===== src/rtl/mem_port_arbiter.sv =====
// rtl/mem_port_arbiter.sv - round-robin two-port arbiter for the single-ported data memory
module mem_port_arbiter #(
    parameter int DW        = 16,
    parameter int AW        = 4,
    parameter int MAX_BURST = 4
) (
    input  logic          clk,
    input  logic          rst_n,
    input  logic          req0_i,
    input  logic          wr0_i,
    input  logic          lock0_i,
    input  logic [AW-1:0] addr0_i,
    input  logic [DW-1:0] wdata0_i,
    input  logic          req1_i,
    input  logic          wr1_i,
    input  logic          lock1_i,
    input  logic [AW-1:0] addr1_i,
    input  logic [DW-1:0] wdata1_i,
    output logic          gnt0_o,
    output logic          gnt1_o,
    output logic          rvalid0_o,
    output logic          rvalid1_o,
    output logic [DW-1:0] rdata0_o,
    output logic [DW-1:0] rdata1_o,
    output logic [AW-1:0] mem_addr_o,
    output logic [DW-1:0] mem_wd_o,
    output logic          mem_we_o,
    input  logic [DW-1:0] mem_rd_i
);

    localparam int CW = (MAX_BURST > 1) ? $clog2(MAX_BURST) : 1;
    localparam logic [CW-1:0] CNT_LAST = CW'(MAX_BURST - 1);

    typedef enum logic [1:0] {IDLE, OWN0, OWN1} state_t;

    state_t        state_q;
    logic [CW-1:0] cnt_q;
    logic          rvalid0_q, rvalid1_q;
    logic [DW-1:0] rdata0_q, rdata1_q;
    logic          fire0, fire1;

    assign gnt0_o    = (state_q == OWN0);
    assign gnt1_o    = (state_q == OWN1);
    assign fire0     = req0_i & gnt0_o;
    assign fire1     = req1_i & gnt1_o;
    assign rvalid0_o = rvalid0_q;
    assign rvalid1_o = rvalid1_q;
    assign rdata0_o  = rdata0_q;
    assign rdata1_o  = rdata1_q;

    // The owner's payload drives memory; IDLE drives all-zero so nothing is written.
    always_comb begin
        mem_addr_o = '0;
        mem_wd_o   = '0;
        mem_we_o   = 1'b0;
        case (state_q)
            OWN0: begin
                mem_addr_o = addr0_i;
                mem_wd_o   = wdata0_i;
                mem_we_o   = fire0 & wr0_i;
            end
            OWN1: begin
                mem_addr_o = addr1_i;
                mem_wd_o   = wdata1_i;
                mem_we_o   = fire1 & wr1_i;
            end
            default: ;
        endcase
    end

    always_ff @(posedge clk or negedge rst_n) begin
        if (!rst_n) begin
            state_q   <= IDLE;
            cnt_q     <= '0;
            rvalid0_q <= 1'b0;
            rvalid1_q <= 1'b0;
            rdata0_q  <= '0;
            rdata1_q  <= '0;
        end else begin
            rvalid0_q <= fire0 & ~wr0_i;
            rvalid1_q <= fire1 & ~wr1_i;
            if (fire0 && !wr0_i) rdata0_q <= mem_rd_i;
            if (fire1 && !wr1_i) rdata1_q <= mem_rd_i;

            case (state_q)
                IDLE: begin
                    cnt_q <= '0;
                    if (req0_i)      state_q <= OWN0;
                    else if (req1_i) state_q <= OWN1;
                end
                OWN0: begin
                    if (fire0) begin
                        if (lock0_i && cnt_q < CNT_LAST) begin
                            cnt_q <= cnt_q + 1'b1;
                        end else begin
                            cnt_q <= '0;
                            if (req1_i) state_q <= OWN1;
                        end
                    end else if (req1_i) begin
                        cnt_q   <= '0;
                        state_q <= OWN1;
                    end
                end
                OWN1: begin
                    if (fire1) begin
                        if (lock1_i && cnt_q < CNT_LAST) begin
                            cnt_q <= cnt_q + 1'b1;
                        end else begin
                            cnt_q <= '0;
                            if (req0_i) state_q <= OWN0;
                        end
                    end else if (req0_i) begin
                        cnt_q   <= '0;
                        state_q <= OWN0;
                    end
                end
                default: begin
                    cnt_q   <= '0;
                    state_q <= IDLE;
                end
            endcase
        end
    end

endmodule


===== config.mk =====
export PLATFORM = sky130hd
export DESIGN_NAME = mem_port_arbiter
export DESIGN_NICKNAME = d
export VERILOG_FILES = /design/src/rtl/mem_port_arbiter.sv
export SDC_FILE = /design/constraint.sdc
export NUM_CORES = 1
export LEC_CHECK = 0
export CORE_MARGIN = 4
export CORE_UTILIZATION = 50
export CTS_CLUSTER_DIAMETER = 120
export CTS_CLUSTER_SIZE = 14
export DETAILED_ROUTE_END_ITERATION = 8
export DONT_BUFFER_PORTS = 1
export PLACE_DENSITY_LB_ADDON = 0.05
export SYNTH_ARGS = -nofsm -noshare
export SYNTH_HDL_FRONTEND = slang
export SYNTH_SLANG_ARGS = --single-unit
export TNS_END_PERCENT = 5

===== constraint.sdc =====
create_clock -name clk -period 3.2 [get_ports clk]
set_input_delay 0.64 -clock clk [delete_from_list [all_inputs] [get_ports clk]]
set_output_delay 0.64 -clock clk [all_outputs]
set_load 0.02 [all_outputs]

==> results of run 1 <==
==> per-stage QoR <==
step | power [µW] | std cells | hold slack [ns] | area [µm²]
CTS | 2601 | 207 | 0.02596 | 2172
detailed placement | 2103 | 199 | 0.3451 | 2029
finish | 2570 | 207 | 0.04189 | 2172
global route | 2728 | 207 | 0.01304 | 2172
floorplan | 1938 | 159 | 0.3444 | 2023
global placement | 2056 | 199 | 0.3452 | 2029
==> sequential cells by signal, indices dropped and copies added (netlist names) <==
register / cells
rvalid1_o: 1
cnt_q: 2
rdata0_o: 16
rvalid0_o: 1
state_q: 2
rdata1_o: 16
==> per-layer routing <==
| layer | track usage (%) | wire length (µm) | vias to the layer above |
|---|---|---|---|
| met1 | 17.56 | 1586 | 625 |
| met2 | 32.55 | 2453 | 82 |
| li1 | - | - | 566 |
| met4 | 5.846 | 69 | 0 |
| met3 | 8.696 | 543 | 10 |
| met5 | 0 | 0 | - |
==> final timing paths <==
check | start | end | cells after the start
min in group clk | mem_rd_i[7] | rdata0_o[7] | 1
max in group asynchronous | rst_n | rdata1_o[15] | 0
worst min register to register | cnt_q[1] | cnt_q[1] | 1
worst max-delay path | state_q[0] | mem_addr_o[0] | 4
worst min-delay path | rst_n | rdata0_o[10] | 0
worst max register to register | state_q[0] | cnt_q[0] | 6
==> cell families after synthesis <==
| kind of cell | Yosys count | share of synthesized area [%] |
|---|---|---|
| AOI/OAI and AO/OA | 27 | 10.33 |
| adders and majority gates | 5 | 3.092 |
| buffers and inverters | 18 | 5.257 |
| DFF | 38 | 47.00 |
| muxes | 33 | 21.65 |
| and+or+nand+nor | 38 | 12.68 |
==> cells in the final DEF, fill, tap and decap left out, drive strengths merged, types with 4 or more instances in the layout <==
master / instances
dfrtp: 38
mux2: 32
a22oi: 20
nor2b: 20
inv: 6
clkbuf: 6
ha: 5
buf: 4
==> critical path, stage by stage (launching register included) <==
cell	delay, ns
dfrtp_1	0.43
inv_1	0.12
ha_1	0.70
a22oi_1	0.21
nor2b_1	0.43
==> power breakdown <==
| part | internal, µW | switching [µW] |
|---|---|---|
| Clock | 332 | 158 |
| Combinational | 463 | 486 |
| Sequential | 701 | 429 |
| Total | 1500 | 1070 |
==> area by class of cell <==
class	count	area (µm²)
Fill cell	318	1599
Multi-Input combinational cell	103	965.9
Timing Repair Buffer	4	30.03
Sequential cell	38	950.9
Tap cell	48	60.06
Clock buffer	6	82.58
Clock inverter	2	60.06
Inverter	6	22.52
==> results.sh, run 1 <==
export IMPL_status="complete, no violations"
export IMPL_synthTopCellsByCount="dfrtp_1 (38), a22oi_1 (20), nor2b_1 (20), mux2_4 (18), mux2_2 (14)"
export IMPL_cts_root_buf="clkbuf_8"
export IMPL_syn_area_per_cell_um2=12.72
export IMPL_post_cts_buffers=0
export IMPL_tightest_slew_ns=0.8775
export IMPL_synth_area_leaders="dfrtp_1 (47%), mux2_4 (13%), mux2_2 (7.8%)"
export IMPL_die_area_um2=5128
export IMPL_numCtsBuffers=5
export IMPL_clkTransAtPathRegs_ns=0.08
export IMPL_syn_nets=228
export IMPL_cp_end_kind="primary output"
export IMPL_place_hpwl_um=3561
export IMPL_antenna_left=0
export IMPL_hold_viol=0
export IMPL_fp_dieH_um=71.61
export IMPL_synth_top_cell_area_share_pct=47.00
export IMPL_clockBufferDepth=2
export IMPL_die_w_um=71.61
export IMPL_slew_headroom_pct=41.50
export IMPL_required_ns=2.56
export IMPL_place_congestion=0.6950
export IMPL_synthesis_area_um2=2023
export IMPL_timing_final_crit_share_pct=88.50
export IMPL_h_tree_depth=2
export IMPL_vias=1283
export IMPL_coreArea_um2=3771
export IMPL_ys_seq_area_share_pct=47.00
export IMPL_layout_nets=227
export IMPL_synth_edff_count=0
export IMPL_finalCriticalPeriod_ns=2.832
export IMPL_regToRegSetupSlack_ns=0.97
export IMPL_port_buffers=0
export IMPL_wl_per_cell_um=22.48
export IMPL_postRouteWirelength_um=4653
export IMPL_cts_tree="yes"
export IMPL_rsz0062_at_grt="false"
export IMPL_fmax_mhz=353.1
export IMPL_fin_setup_tns_ns=0
export IMPL_syn_inst=159
export IMPL_vias_per_cell=6.198
export IMPL_grt_pass1_wl_um=7120
export IMPL_skew_ns=0.009133
export IMPL_yosys_area_top_type="dfrtp_1"
export IMPL_ys_ff_latch=38
export IMPL_antenna_found_initial=0
export IMPL_grt_pass1_vias=1422
export IMPL_postLayoutCoreUtil_pct=57.60
export IMPL_clkLatencyLatePin_ns=0.28
export IMPL_ys_async_sr_fraction_pct=100.0
export IMPL_finalSetupViolations=0
export IMPL_diodes=0
export IMPL_initial_core_util_pct=53.65
export IMPL_setup_slack_ns=0.3681
export IMPL_syn_to_final_growth_pct=7.359
export IMPL_hold_class="in2async"
export IMPL_num_rows=22
export IMPL_drive_above_1_share_pct=29.56
export IMPL_leakagePower_uw=0.001021
export IMPL_dpl_worst_slack_ns=0.6960
export IMPL_drt_iter0_drc=51
export IMPL_ir_drop_mv=0.5889
export IMPL_grt_overflow_total=0
export IMPL_slew_viol_final=0
export IMPL_drc=0
export IMPL_worst_path_max_fanout=23
export IMPL_crit_arrival_ns=2.19
export IMPL_cts_sinks=38
export IMPL_grt_use_total_pct=17.86
export IMPL_grt_max_degree=39
export IMPL_cts_resized=0
export IMPL_cp_start_kind="flop"
export IMPL_yosysMostFrequentCell="dfrtp_1"
export IMPL_synth_cell_type_count=29
export IMPL_yosysWarnings=0
export IMPL_cts_hold_buffers=0
export IMPL_criticalPathCategory="reg2out"
export IMPL_p_per_area_nw_per_um2=1183
export IMPL_drv_cap=0
export IMPL_dr_pass1_iters=4
export IMPL_ys_flop_type="dfrtp_1"
export IMPL_io_pins=121
Note: power is estimated with default switching activity, not from simulation.
==> run 2, diff against run 1 <==
==> constraint.sdc (replaced) <==
create_clock -name clk -period 3.2 [get_ports clk]
set_input_delay 0.64 -clock clk [delete_from_list [all_inputs] [get_ports clk]]
set_output_delay 0.64 -clock clk [all_outputs]
set_load 0.005 [all_outputs]
==> results.sh, run 2 (synthesis results as in run 1) <==
export IMPL_holdWs_ns=0.05209
export IMPL_drc=0
export IMPL_timing_final_crit_share_pct=81.11
export IMPL_grt_overflow_total=0
export IMPL_post_cts_buffers=0
export IMPL_syn_to_final_growth_pct=4.082
export IMPL_hold_class="in2async"
export IMPL_h_tree_depth=2
export IMPL_finalSetupViolations=0
export IMPL_cts_sinks=38
export IMPL_antenna_left=0
export IMPL_vias_per_cell=6.117
export IMPL_slew_viol_final=0
export IMPL_slew_headroom_pct=45.50
export IMPL_skew_ns=0.003872
export IMPL_initial_core_util_pct=53.65
export IMPL_required_ns=2.56
export IMPL_diodes=0
export IMPL_dr_pass1_iters=4
export IMPL_layout_common_cells="dfrtp_1 (38), a22oi_1 (20), nor2b_1 (20)"
export IMPL_fmax_mhz=385.3
export IMPL_grt_pass1_vias=1359
export IMPL_grt_use_total_pct=17.10
export IMPL_coreArea_um2=3771
export IMPL_grt_pass1_wl_um=6879
export IMPL_cp_end_kind="primary output"
export IMPL_die_area_um2=5128
export IMPL_status="complete, no violations"
export IMPL_cts_root_buf="clkbuf_8"
export IMPL_criticalPathCategory="reg2out"
export IMPL_tightest_slew_ns=0.8175
export IMPL_rsz0062_at_grt="false"
export IMPL_antenna_found_initial=0
export IMPL_vias=1254
export IMPL_hold_viol=0
export IMPL_num_rows=22
export IMPL_drv_cap=0
export IMPL_postRouteWirelength_um=4485
export IMPL_leakagePower_uw=0.0009873
export IMPL_crit_arrival_ns=1.96
export IMPL_fin_setup_tns_ns=0
export IMPL_layout_nets=225
export IMPL_crit_path_start="state_q[0]"
export IMPL_io_pins=121
export IMPL_place_hpwl_um=3418
export IMPL_cts_resized=0
export IMPL_wl_per_cell_um=21.88
export IMPL_slowest_delay_ns=0.69
export IMPL_layout_commonest_cell="dfrtp_1"
export IMPL_finalCriticalPeriod_ns=2.595
export IMPL_clockBufferDepth=2
export IMPL_fp_dieH_um=71.61
export IMPL_ir_drop_mv=0.4684
export IMPL_drt_iter0_drc=45
export IMPL_cp_start_kind="flop"
export IMPL_p_per_area_nw_per_um2=959.9
export IMPL_cts_hold_buffers=0
export IMPL_place_congestion=0.7261
export IMPL_die_w_um=71.61
export IMPL_r2r_start="state_q[0]"
export IMPL_crit_path_cell_trace="inv_1 > ha_1 > a22oi_1 > nor2b_1"
export IMPL_port_buffers=0
export IMPL_grt_max_degree=39
export IMPL_numCtsBuffers=5
export IMPL_clkLatencyLatePin_ns=0.27
export IMPL_drive_above_1_share_pct=28.03
export IMPL_cts_tree="yes"
export IMPL_clkTransAtPathRegs_ns=0.07
export IMPL_critical_path_slowest_cell="ha_1"
export IMPL_worst_path_max_fanout=23
==> run 2: cell count changes in the layout (fill, tap and decap cells not counted), sizes merged <==
| cell | change |
|---|---|
| buf | -2 |
| bufinv | -2 |
| clkbuf | +1 |
| clkinv | +1 |
==> run 2: worst paths after layout <==
kind | to | slack, ns | cells past startpoint
max in group asynchronous | rdata0_o[4] | 3.07 | 0
max | mem_wd_o[8] | 0.60 | 4
min in group clk | cnt_q[1] | 0.50 | 1
max reg2reg | cnt_q[0] | 1.01 | 6
min | rdata1_o[12] | 0.05 | 0
min reg2reg | cnt_q[1] | 0.50 | 1
==> run 2: cell type report <==
class	count	area (µm²)
fillers	314	1665
multi-input cells	103	965.9
flip-flops and latches	38	950.9
clock buffers	7	86.33
well taps	48	60.06
inverters	6	22.52
repair buffers	2	15.01
clock inverters	1	5.005
==> run 2: metrics by stage <==
step,cells,utilization (%),total power (µW),setup WS [ns],area [µm²]
after global placement,197,53.42,1683,1.023,2014
after CTS,205,55.84,2053,0.5938,2106
final,205,55.84,2021,0.6046,2106
after detailed placement,197,53.42,1720,0.9050,2014
after floorplan,159,-,1572,1.283,2023
after global routing,205,55.84,2184,0.4122,2106
==> run 2: report_power, final <==
part | switching (µW) | internal, µW
logic | 357 | 453
registers | 186 | 704
clock network | 148 | 174
==> run 2: layer usage <==
layer  up-vias  GRT usage, %  part of all wire, %
met5         -             0                    0
met4         0         5.846                 0.78
met3         5         6.732                   11
met2        83         30.31                   52
met1       607         18.48                   35
li1        559             -                    -
==> run 2: critical path: cells and delay by family, from the launching register on <==
kind / cells / cell delay (ns)
adders and majority gates: 1 / 0.69
DFF: 1 / 0.42
AOI/OAI and AO/OA: 1 / 0.21
and+or+nand+nor: 1 / 0.21
buffers and inverters: 1 / 0.13
